**src/rtl/adder_seq_ctrl.sv**
```systemverilog
// Multi-beat ADD/SUB sequencer: runs a WIDTH-bit operation through an external
// SLICE-bit adder one slice per clock, least-significant slice first, and reports NZCV.
module adder_seq_ctrl #(
  parameter int WIDTH = 64,
  parameter int SLICE = 16
) (
  input  logic             clk,
  input  logic             rst_n,
  input  logic             start,
  input  logic             sub,
  input  logic [WIDTH-1:0] op_a,
  input  logic [WIDTH-1:0] op_b,
  output logic             ready,
  output logic             busy,
  output logic             done,
  output logic [WIDTH-1:0] result,
  output logic             flag_n,
  output logic             flag_z,
  output logic             flag_c,
  output logic             flag_v,
  output logic [SLICE-1:0] add_a,
  output logic [SLICE-1:0] add_b,
  output logic             add_cin,
  input  logic [SLICE-1:0] add_sum,
  input  logic             add_cout
);

  localparam int NSLICE = WIDTH / SLICE;
  localparam int IDX_W  = (NSLICE > 1) ? $clog2(NSLICE) : 1;
  localparam logic [IDX_W-1:0] LAST_IDX = IDX_W'(NSLICE - 1);

  typedef enum logic [1:0] {
    IDLE = 2'd0,
    RUN  = 2'd1,
    DONE = 2'd2
  } state_t;

  state_t           state;
  state_t           state_next;
  logic [IDX_W-1:0] idx;
  logic [WIDTH-1:0] a_reg;
  logic [WIDTH-1:0] b_reg;
  logic             carry_reg;
  logic             last_beat;

  assign last_beat = (idx == LAST_IDX);

  always_ff @(posedge clk) begin
    if (!rst_n) begin
      state <= IDLE;
    end else begin
      state <= state_next;
    end
  end

  // The adder ports are only driven during RUN so the shared adder sees zeros otherwise.
  always_comb begin
    state_next = state;
    ready      = 1'b0;
    busy       = 1'b0;
    done       = 1'b0;
    add_a      = '0;
    add_b      = '0;
    add_cin    = 1'b0;
    case (state)
      IDLE: begin
        ready = 1'b1;
        if (start) state_next = RUN;
      end
      RUN: begin
        busy    = 1'b1;
        add_a   = a_reg[idx*SLICE +: SLICE];
        add_b   = b_reg[idx*SLICE +: SLICE];
        add_cin = carry_reg;
        if (last_beat) state_next = DONE;
      end
      DONE: begin
        done       = 1'b1;
        state_next = IDLE;
      end
      default: state_next = IDLE;
    endcase
  end

  // SUB is a + ~b + 1, so the inversion and the +1 carry are folded in at accept time.
  always_ff @(posedge clk) begin
    if (!rst_n) begin
      idx       <= '0;
      a_reg     <= '0;
      b_reg     <= '0;
      carry_reg <= 1'b0;
      result    <= '0;
      flag_n    <= 1'b0;
      flag_z    <= 1'b0;
      flag_c    <= 1'b0;
      flag_v    <= 1'b0;
    end else begin
      case (state)
        IDLE: begin
          if (start) begin
            a_reg     <= op_a;
            b_reg     <= sub ? ~op_b : op_b;
            carry_reg <= sub;
            idx       <= '0;
          end
        end
        RUN: begin
          result[idx*SLICE +: SLICE] <= add_sum;
          carry_reg                  <= add_cout;
          idx                        <= idx + 1'b1;
          if (last_beat) begin
            flag_n <= add_sum[SLICE-1];
            flag_z <= (result[WIDTH-SLICE-1:0] == '0) && (add_sum == '0);
            flag_c <= add_cout;
            flag_v <= (a_reg[WIDTH-1] == b_reg[WIDTH-1]) &&
                      (add_sum[SLICE-1] != a_reg[WIDTH-1]);
          end
        end
        default: ;
      endcase
    end
  end

endmodule

```
**config.mk**
```make
export PLATFORM = sky130hd
export DESIGN_NAME = adder_seq_ctrl
export DESIGN_NICKNAME = d
export VERILOG_FILES = /design/src/rtl/adder_seq_ctrl.sv
export SDC_FILE = /design/constraint.sdc
export NUM_CORES = 1
export LEC_CHECK = 0
export ABC_AREA = 0
export BUFFER_PORTS_ARGS = -buffer_cell sky130_fd_sc_hd__clkbuf_2
export CORE_MARGIN = 8
export CORE_UTILIZATION = 55
export CTS_BUF_LIST = sky130_fd_sc_hd__clkbuf_4 sky130_fd_sc_hd__clkbuf_8
export DETAILED_ROUTE_END_ITERATION = 8
export MAX_ROUTING_LAYER = met4
export PLACE_DENSITY_LB_ADDON = 0.08
export SLEW_MARGIN = 20
export SYNTH_ARGS = -nofsm -noshare
export SYNTH_HDL_FRONTEND = slang
export SYNTH_SLANG_ARGS = --single-unit
```
**constraint.sdc**
```tcl
create_clock -name clk -period 5.6 [get_ports clk]
set_clock_uncertainty 0.05 [all_clocks]
set_input_delay 1.12 -clock clk [delete_from_list [all_inputs] [get_ports clk]]
set_output_delay 1.12 -clock clk [all_outputs]
set_load 0.005 [all_outputs]
```
==> qor.csv, run 1 <==
metric,value,unit
yosysSeqAreaShare,0.441,
min_period,3.79,ns
die-area,0.0210,mm^2
cts-root-buf,clkbuf_8,
worstPathRequired,4.43,ns
endpoint_kind,output port,
ys_warn_count,0,
p_leak,5.05,nW
fp.dieW,145,um
grt_pass1_vias,7515,
grt_pass1_wl,38500,um
drive_gt1_frac,0.304,
syn_inst,942,
final_antenna_net_count,0,
gp_congestion,0.841,
rows,47,
clkLatencyLatePin,0.50,ns
wl_per_cell,17.7,um
totalWireLength,24700,um
final.period_utilization,0.676,
syn_avg_cell_area,9.68,um^2
fin_area,0.0111,mm^2
ctsHoldBuffers,0,
critical_path_cell_count,4,
muxShareOfSynthArea,0.0802,
grt_usage,0.237,
crit_chain,buf_4 -> mux4_2 -> and2_1 -> clkbuf_2,
max_freq,264,MHz
worst-path-buf-inv,2,
critical_path.top_delay_family,flip-flops,
fin_cells,1397,
viasPerCell,5.43,
setup_violations,0,
antenna_found_initial,0,
fin_ws,1.81,ns
synth_area,0.00912,mm^2
ctsResizeCount,0,
hold_path_depth,2,
cts_tree,built,
tightest_slew,0.992,ns
reg2reg_from,idx[1],
vdd_drop_max,0.000158,V
synth-simple-area-share,0.187,
post-cts-setup-buffers,0,
post-place-cells,1338,
final.setup.tns,0,ns
post-route-util,0.675,
synth_cell_types,31,
place_ws,2.29,ns
synth_top_area_cell,dfxtp_1,
grt_max_degree,109,
route.detailed.drc,0,
r2r_slack,2.33,ns
synth_top_family_by_area,simple AND/OR/NAND/NOR gates,
htreeDepth,2,
mostFrequentLayoutCell,clkbuf_2,
most-common-layout-cells,"clkbuf_2 (250), nand2_1 (212), dfxtp_1 (199)",
rsz0062_at_grt,no,
place_area,0.0104,mm^2
synth_area_leaders,"dfxtp_1 (44%), nand2_1 (8.8%), mux4_2 (7.9%)",
max_slew_margin,0.339,
numClockSinks,201,
r2r_cells,5,
synth-compound-area-share,0.183,
path_clk_slew,0.06,ns
worstPathMaxFanout,20,
clk_path_buf_depth,3,
min_path_type,flip-flop to flip-flop,
port_buffers,252,
dr.first_iter.drc_count,467,
r2r_end,result[55],
drv_slew,0,
hpwl,17200,um
io_pins,253,
dr.pass1.iters,4,
cap_violations,0,
cts-buffers-inserted,35,
area_delta_synth_final,21.4,%
vias,7584,
hold_viol_final,0,
synth_xor_area_frac,0.0615,
die_h,145,um
crit_start,idx[0],
core-area,0.0164,mm^2
arrival,2.62,ns
cp-endpoint,add_b[15],
cp_slowest_cell,dfxtp_2,
critical_path.startpoint_type,flip-flop,
outcome,"complete, no violations",
worstSetupPathType,flip-flop to output port,
ys_ff_latch,201,
crit_path_max_incr_delay,0.74,ns
syn_nets,1095,
powerDensity,301,mW/mm^2
final_nets,1308,
overflow,0,
start_util,0.556,
synth_fa_ha_area_frac,0.00549,
yosys.area.top_type_share,0.441,
fill_cells,1418,
==> worst min-delay path by stage <==
stage              start   endpoint  slack (ns)
6_report       a_reg[47]  a_reg[47]        0.41
5_1_grt        a_reg[43]  a_reg[43]        0.44
4_1_cts        a_reg[47]  a_reg[47]        0.41
3_5_place_dp   a_reg[47]  a_reg[47]        0.41
3_3_place_gp   a_reg[32]  a_reg[32]        0.40
2_1_floorplan  a_reg[32]  a_reg[32]        0.39
==> power breakdown <==
part	internal, mW	switching, mW
Clock	0.780	0.563
Sequential	1.51	0.0543
Combinational	0.205	0.216
Total	2.50	0.833
==> cells by family after synthesis <==
logic type | after synthesis
xor gates and xnor gates | 64
buffers and inverters | 85
and+or+nand+nor | 354
muxes | 33
adders and majority gates | 4
AOI/OAI and AO/OA | 201
DFF | 201
==> per-stage QoR <==
step,power [mW],hold slack (ns)
2_1_floorplan,1.87,0.390
3_3_place_gp,2.01,0.398
3_5_place_dp,2.02,0.406
4_1_cts,3.36,0.414
5_1_grt,3.49,0.436
6_report,3.33,0.410
==> worst min-delay path: cells and delay by family, from the launching register on <==
kind            cells  cell delay (ns)
compound gates      1             0.06
flops               1             0.30
simple gates        1             0.04
==> layer usage <==
metal | share of wire | global-route usage | vias up
met5 | 0 | - | -
met4 | 0.018 | 0.0723 | 0
met3 | 0.058 | 0.0456 | 29
met2 | 0.49 | 0.386 | 215
met1 | 0.43 | 0.294 | 3632
li1 | - | - | 3708
==> cell usage after synthesis <==
cell type  number
nand2_1       213
dfxtp_1       201
a21boi_0       84
o211a_1        64
xnor2_1        64
nor2b_1        51
a22oi_1        49
clkbuf_1       44
and2_1         35
buf_2          32
mux4_2         32
nand3_1        20
nor4_1         17
buf_4           4
ha_1            4
nand4_1         4
nor2_1          4
inv_1           3
and3_1          2
buf_1           2
nand3b_2        2
nor4b_4         2
a21o_1          1
a21oi_1         1
a221oi_1        1
mux2i_1         1
nand2b_1        1
nand3b_1        1
nor3b_1         1
nor4_4          1
o21a_1          1
==> area by class of cell <==
type | instances | area [um^2] | share of cell area
sequential | 201 | 4030 | 0.364
timing repair buffer | 258 | 1320 | 0.120
inverter | 3 | 11.3 | 0.00102
multi-input combinational | 656 | 4720 | 0.427
antenna | 1 | 2.50 | 0.000226
clock buffer | 57 | 697 | 0.0630
tap | 220 | 275 | 0.0249
clock inverter | 1 | 7.51 | 0.000678
No activity file was read; power rests on OpenSTA's default activity.
==> run 2: changes to the inputs <==
Settings changed: ABC_AREA 0 to 1, CORE_UTILIZATION 55 to 54.
Clock period 5.6 ns to 3.85 ns, I/O delays scaled along.
==> qor.csv, run 2 <==
metric,value,unit,change
holdWs,0.405,ns,was 0.410 ns
grt_usage,0.256,,was 0.237
wl_per_cell,16.5,um,was 17.7 um
r2r_end,result[0],,was result[55]
start_util,0.551,,was 0.556
drive_gt1_frac,0.245,,was 0.304
fill_cells,1531,,"was 1,418"
hp-start,b_reg[18],,was a_reg[47]
critical_path.startpoint_type,flip-flop,,unchanged
io_pins,253,,unchanged
synth_edf_count,0,,unchanged
post-route-util,0.667,,was 0.675
area_delta_synth_final,21.1,%,was 21.4%
max_slew_margin,0.311,,was 0.339
grt_max_degree,105,,was 109
swShare,0.275,,was 0.250
synth_top_area_cell,dfxtp_1,,unchanged
vias,8949,,"was 7,584"
top_layer,met4,,unchanged
power,5.04,mW,was 3.33 mW
final.setup.tns,0,ns,unchanged
r2r_cells,9,,was 5
place_area,0.0103,mm^2,was 0.0104 mm^2
p_leak,4.72,nW,was 5.05 nW
dr.pass1.iters,7,,was 4
endpoint_kind,output port,,unchanged
synth.most_common_cell,nor2_1,,was nand2_1
worstPathMaxFanout,46,,was 20
wl_met3,2240,um,was 1440 um
synth_common_cells,"nor2_1 (301), dfxtp_1 (201), o21ai_0 (165), a21oi_1 (151), nand2_1 (90)",,"was nand2_1 (213), dfxtp_1 (201), a21boi_0 (84), o211a_1 (64), xnor2_1 (64)"
yosys.area.top_type_share,0.442,,was 0.441
final_antenna_net_count,0,,unchanged
cts_tree,built,,unchanged
totalWireLength,27500,um,"was 24,700 um"
wl_met2,12500,um,"was 12,100 um"
worstSetupPathType,flip-flop to output port,,unchanged
overflow,0,,unchanged
ctsResizeCount,0,,unchanged
cts-root-buf,clkbuf_8,,unchanged
min_period,3.02,ns,
clk_path_buf_depth,3,,unchanged
reg2reg_from,idx[0],,was idx[1]
fin_cells,1674,,"was 1,397"
syn_inst,1226,,was 942
ys.flop_type,dfxtp_1,,unchanged
setup_violations,0,,unchanged
cp_slowest_cell,inv_2,,was dfxtp_2
die-area,0.0213,mm^2,was 0.0210 mm^2
cts-buffers-inserted,34,,was 35
grt_pass1_vias,8485,,"was 7,515"
p_int,3.65,mW,was 2.50 mW
htreeDepth,2,,unchanged
min_path_type,flip-flop to flip-flop,,unchanged
rsz0062_at_grt,no,,unchanged
clkLatencyLatePin,0.51,ns,was 0.50 ns
mostFrequentLayoutCell,nor2_1,,was clkbuf_2
final.period_utilization,0.785,,
crit_top_cell,a21oi_1,,
switchingPower,1.38,mW,was 0.833 mW
hold_path_depth,2,,unchanged
arrival,2.20,ns,was 2.62 ns
viasPerCell,5.35,,was 5.43
fp.dieW,146,um,was 145 um
gp_congestion,0.929,,was 0.841
syn_nets,1379,,"was 1,095"
die_h,146,um,was 145 um
most-common-layout-cells,"nor2_1 (301), clkbuf_2 (251), dfxtp_1 (200)",,"was clkbuf_2 (250), nand2_1 (212), dfxtp_1 (199)"
route.detailed.drc,0,,unchanged
powerDensity,457,mW/mm^2,was 301 mW/mm^2
r2r_slack,1.37,ns,was 2.33 ns
vdd_drop_max,0.000296,V,was 0.000158 V
rows,47,,unchanged
tightest_slew,1.03,ns,was 0.992 ns
ys_warn_count,0,,unchanged
ys_ff_latch,201,,unchanged
fin_ws,0.830,ns,was 1.81 ns
ctsHoldBuffers,0,,unchanged
crit_chain,inv_2 -> buf_4 -> a21oi_1 -> o21ai_0 -> a21oi_1 -> clkbuf_2,,was buf_4 -> mux4_2 -> and2_1 -> clkbuf_2
p_seq_frac,0.453,,was 0.470
combPwrFrac,0.153,,was 0.126
async_flop_share,0,,unchanged
outcome,"complete, no violations",,unchanged
critical_path.top_delay_family,buffers and inverters,,was flip-flops
port_buffers,252,,unchanged
synth_cell_types,32,,was 31
synth_area,0.00910,mm^2,was 0.00912 mm^2
final_nets,1584,,"was 1,308"
grt_pass1_wl,44000,um,"was 38,500 um"
fin_area,0.0110,mm^2,was 0.0111 mm^2
path_clk_slew,0.06,ns,about the same
syn_avg_cell_area,7.42,um^2,was 9.68 um^2
hold_path_end,b_reg[18],,was a_reg[47]
met1_length,12200,um,"was 10,700 um"
antenna_cells,0,,was 1
worst-path-buf-inv,3,,was 2
place_ws,1.33,ns,was 2.29 ns
hold_viol_final,0,,unchanged
yosysSeqAreaShare,0.442,,was 0.441
power_frac_clock,0.394,,was 0.403
max_freq,331,MHz,
post-cts-setup-buffers,0,,unchanged
cap_violations,0,,unchanged
numClockSinks,201,,unchanged
dr.first_iter.drc_count,823,,was 467
crit_path_max_incr_delay,0.54,ns,was 0.74 ns
core-area,0.0165,mm^2,was 0.0164 mm^2
drv_slew,0,,unchanged
synth_area_leaders,"dfxtp_1 (44%), nor2_1 (12%), o21ai_0 (9.1%)",,"was dfxtp_1 (44%), nand2_1 (8.8%), mux4_2 (7.9%)"
worstPathRequired,3.03,ns,was 4.43 ns
hpwl,19400,um,"was 17,200 um"
antenna_found_initial,0,,unchanged
post-place-cells,1615,,"was 1,338"
==> run 2: layout make-up <==
type / instances / area (um^2) / area share
Timing Repair Buffer: 265 / 1370 / 0.125
Tap cell: 220 / 275 / 0.0250
Sequential cell: 201 / 4030 / 0.365
Multi-Input combinational cell: 878 / 4430 / 0.402
Clock buffer: 58 / 711 / 0.0645
Inverter: 51 / 199 / 0.0181
Clock inverter: 1 / 5.00 / 0.000454
==> run 2: worst max-delay path by stage <==
| stage | from | end | slack, ns | depth (start not counted) |
|---|---|---|---|---|
| final | idx[0] | add_b[9] | 0.83 | 6 |
| after global routing | idx[0] | add_a[6] | 0.64 | 6 |
| after CTS | idx[0] | add_b[7] | 0.83 | 6 |
| after detailed placement | start | a_reg[50] | 1.33 | 6 |
| after global placement | start | a_reg[35] | 1.35 | 6 |
| after floorplan | idx[0] | result[3] | 1.85 | 9 |
==> run 2: worst min-delay path, cell delays in order, from the launching register on <==
cell and delay [ns]:
dfxtp_1 0.30, inv_1 0.06, a21oi_1 0.06
==> run 2: layer usage <==
metal	up-vias	GRT usage
li1	4463	-
met3	47	0.0591
met2	396	0.391
met1	4043	0.328
met4	0	0.0854
met5	-	-
==> run 2: cell families after synthesis <==
| group | after synthesis | synth area share |
|---|---|---|
| AND/OR/NAND/NOR | 438 | 0.194 |
| flip-flops | 201 | 0.442 |
| XOR/XNOR | 64 | 0.0616 |
| adder cells (fa/ha/maj) | 4 | 0.00550 |
| AO/OA/AOI/OAI | 372 | 0.226 |
| buffers and inverters | 147 | 0.0716 |
==> run 2: power by group through the flow <==
| stage | combinational (mW) | sequential, mW | clock, mW |
|---|---|---|---|
| 6_report | 0.772 | 2.28 | 1.98 |
| 3_3_place_gp | 0.759 | 2.32 | 0 |
| 3_5_place_dp | 0.768 | 2.32 | 0 |
| 2_1_floorplan | 0.520 | 2.31 | 0 |
| 5_1_grt | 0.861 | 2.29 | 2.12 |
| 4_1_cts | 0.772 | 2.28 | 2.01 |
==> run 3: changes to the inputs <==
Clock period 3.85 ns to 2.9 ns, I/O delays scaled along.
==> qor.csv, run 3 (same netlist as run 2, synthesis figures left out) <==
metric,value,unit,change
final.period_utilization,0.917,,
hold_path_end,flag_c,,was b_reg[18]
gp_congestion,0.932,,was 0.929
die-area,0.0213,mm^2,unchanged
ctsResizeCount,0,,unchanged
mostFrequentLayoutCell,nor2_1,,unchanged
grt_pass1_wl,43700,um,"was 44,000 um"
hpwl,19100,um,"was 19,400 um"
cts_tree,built,,unchanged
fin_ws,0.242,ns,was 0.830 ns
outcome,"complete, no violations",,unchanged
wl_per_cell,16.4,um,was 16.5 um
cts-root-buf,clkbuf_8,,unchanged
totalWireLength,27500,um,about the same
vias,8883,,"was 8,949"
endpoint_kind,output port,,unchanged
grt_usage,0.255,,was 0.256
io_pins,253,,unchanged
max_slew_margin,0.600,,was 0.311
clkLatencyLatePin,0.50,ns,was 0.51 ns
p_leak,4.80,nW,was 4.72 nW
tightest_slew,0.593,ns,was 1.03 ns
p_int,5.03,mW,was 3.65 mW
cts-buffers-inserted,36,,was 34
overflow,0,,unchanged
final_antenna_net_count,0,,unchanged
fp.dieW,146,um,unchanged
most-common-layout-cells,"nor2_1 (301), clkbuf_2 (251), dfxtp_1 (200)",,unchanged
min_path_type,primary input to flip-flop,,was flip-flop to flip-flop
dr.first_iter.drc_count,525,,was 823
arrival,2.03,ns,was 2.20 ns
r2r_end,result[2],,was result[0]
worstPathRequired,2.27,ns,was 3.03 ns
antenna_found_initial,0,,unchanged
drive_gt1_frac,0.248,,was 0.245
route.detailed.drc,0,,unchanged
worstSetupPathType,flip-flop to output port,,unchanged
port_buffers,252,,unchanged
max_freq,376,MHz,
hold_viol_final,0,,unchanged
drv_slew,0,,unchanged
powerDensity,618,mW/mm^2,was 457 mW/mm^2
combPwrFrac,0.152,,was 0.153
cap_violations,0,,unchanged
power_frac_clock,0.411,,was 0.394
setup_violations,0,,unchanged
fin_cells,1680,,"was 1,674"
core-area,0.0165,mm^2,unchanged
min_period,2.66,ns,
worstPathMaxFanout,31,,was 46
rsz0062_at_grt,no,,unchanged
area_delta_synth_final,23.1,%,was 21.1%
vdd_drop_max,0.000365,V,was 0.000296 V
die_h,146,um,unchanged
post-cts-setup-buffers,0,,unchanged
critical_path.startpoint_type,flip-flop,,unchanged
clk_path_buf_depth,3,,unchanged
path_clk_slew,0.06,ns,about the same
start_util,0.551,,unchanged
swShare,0.274,,was 0.275
numClockSinks,201,,unchanged
final.setup.tns,0,ns,unchanged
antenna_cells,0,,unchanged
ctsHoldBuffers,0,,unchanged
hp-start,add_cout,,was b_reg[18]
reg2reg_from,idx[1],,was idx[0]
dr.pass1.iters,6,,was 7
post-place-cells,1617,,"was 1,615"
power,6.92,mW,was 5.04 mW
r2r_slack,0.80,ns,was 1.37 ns
rows,47,,unchanged
htreeDepth,2,,unchanged
grt_pass1_vias,8399,,"was 8,485"
place_ws,0.813,ns,was 1.33 ns
r2r_cells,10,,was 9
grt_max_degree,132,,was 105
p_seq_frac,0.438,,was 0.453
switchingPower,1.89,mW,was 1.38 mW
hold_path_depth,3,,was 2
final_nets,1588,,"was 1,584"
viasPerCell,5.29,,was 5.35
## run 3: cell types whose count changed in the layout (fill, tap and decap cells not counted)
cell        change
buf_12          +7
clkbuf_8        +8
clkbuf_4        -5
buf_4           -5
clkinvlp_4      +1
## run 3: worst max-delay path by stage
stage                      start        end  depth (start not counted)
after floorplan           idx[0]  result[3]                          9
after global placement    idx[1]   add_a[6]                          7
after detailed placement  idx[1]  add_a[13]                          7
after CTS                 idx[1]   add_a[5]                          7
after global routing      idx[1]   add_a[6]                          7
final                     idx[1]   add_a[5]                          7
## run 3: final cells by class
type	instances	area (um^2)
Tap cell	220	275
Clock inverter	2	12.5
Sequential cell	201	4030
Inverter	51	199
Clock buffer	61	783
Multi-Input combinational cell	878	4430
Timing Repair Buffer	267	1480
Fill cell	1490	5320
## run 3: critical path, cell delays in order, from the launching register on
cell and delay, ns:
dfxtp_1 0.30, buf_4 0.23, inv_1 0.11, buf_4 0.27, nor2_1 0.13, o21ai_0 0.10
a21oi_1 0.22, clkbuf_2 0.17
## run 3: metal layers
layer | vias to the layer above | share of wire | wire length, um | track usage
met5 | - | 0 | 0 | -
met4 | 0 | 0.025 | 690 | 0.0869
met3 | 48 | 0.080 | 2200 | 0.0690
met2 | 360 | 0.46 | 12500 | 0.392
met1 | 4009 | 0.44 | 12100 | 0.317
li1 | 4466 | - | - | -
## run 3: through the flow
stage / utilization / cell area, um^2 / hold WS [ns]
floorplan: - / 9100 / 0.380
global placement: 0.630 / 10400 / 0.389
detailed placement: 0.630 / 10400 / 0.395
CTS: 0.678 / 11200 / 0.214
global route: 0.678 / 11200 / 0.228
finish: 0.678 / 11200 / 0.230
## run 3: power groups by stage
stage / clock network [mW] / registers (mW) / logic [mW]
4_1_cts: 2.88 / 3.03 / 1.04
2_1_floorplan: 0 / 3.06 / 0.691
3_3_place_gp: 0 / 3.08 / 1.03
5_1_grt: 3.03 / 3.05 / 1.17
3_5_place_dp: 0 / 3.09 / 1.04
6_report: 2.84 / 3.03 / 1.05
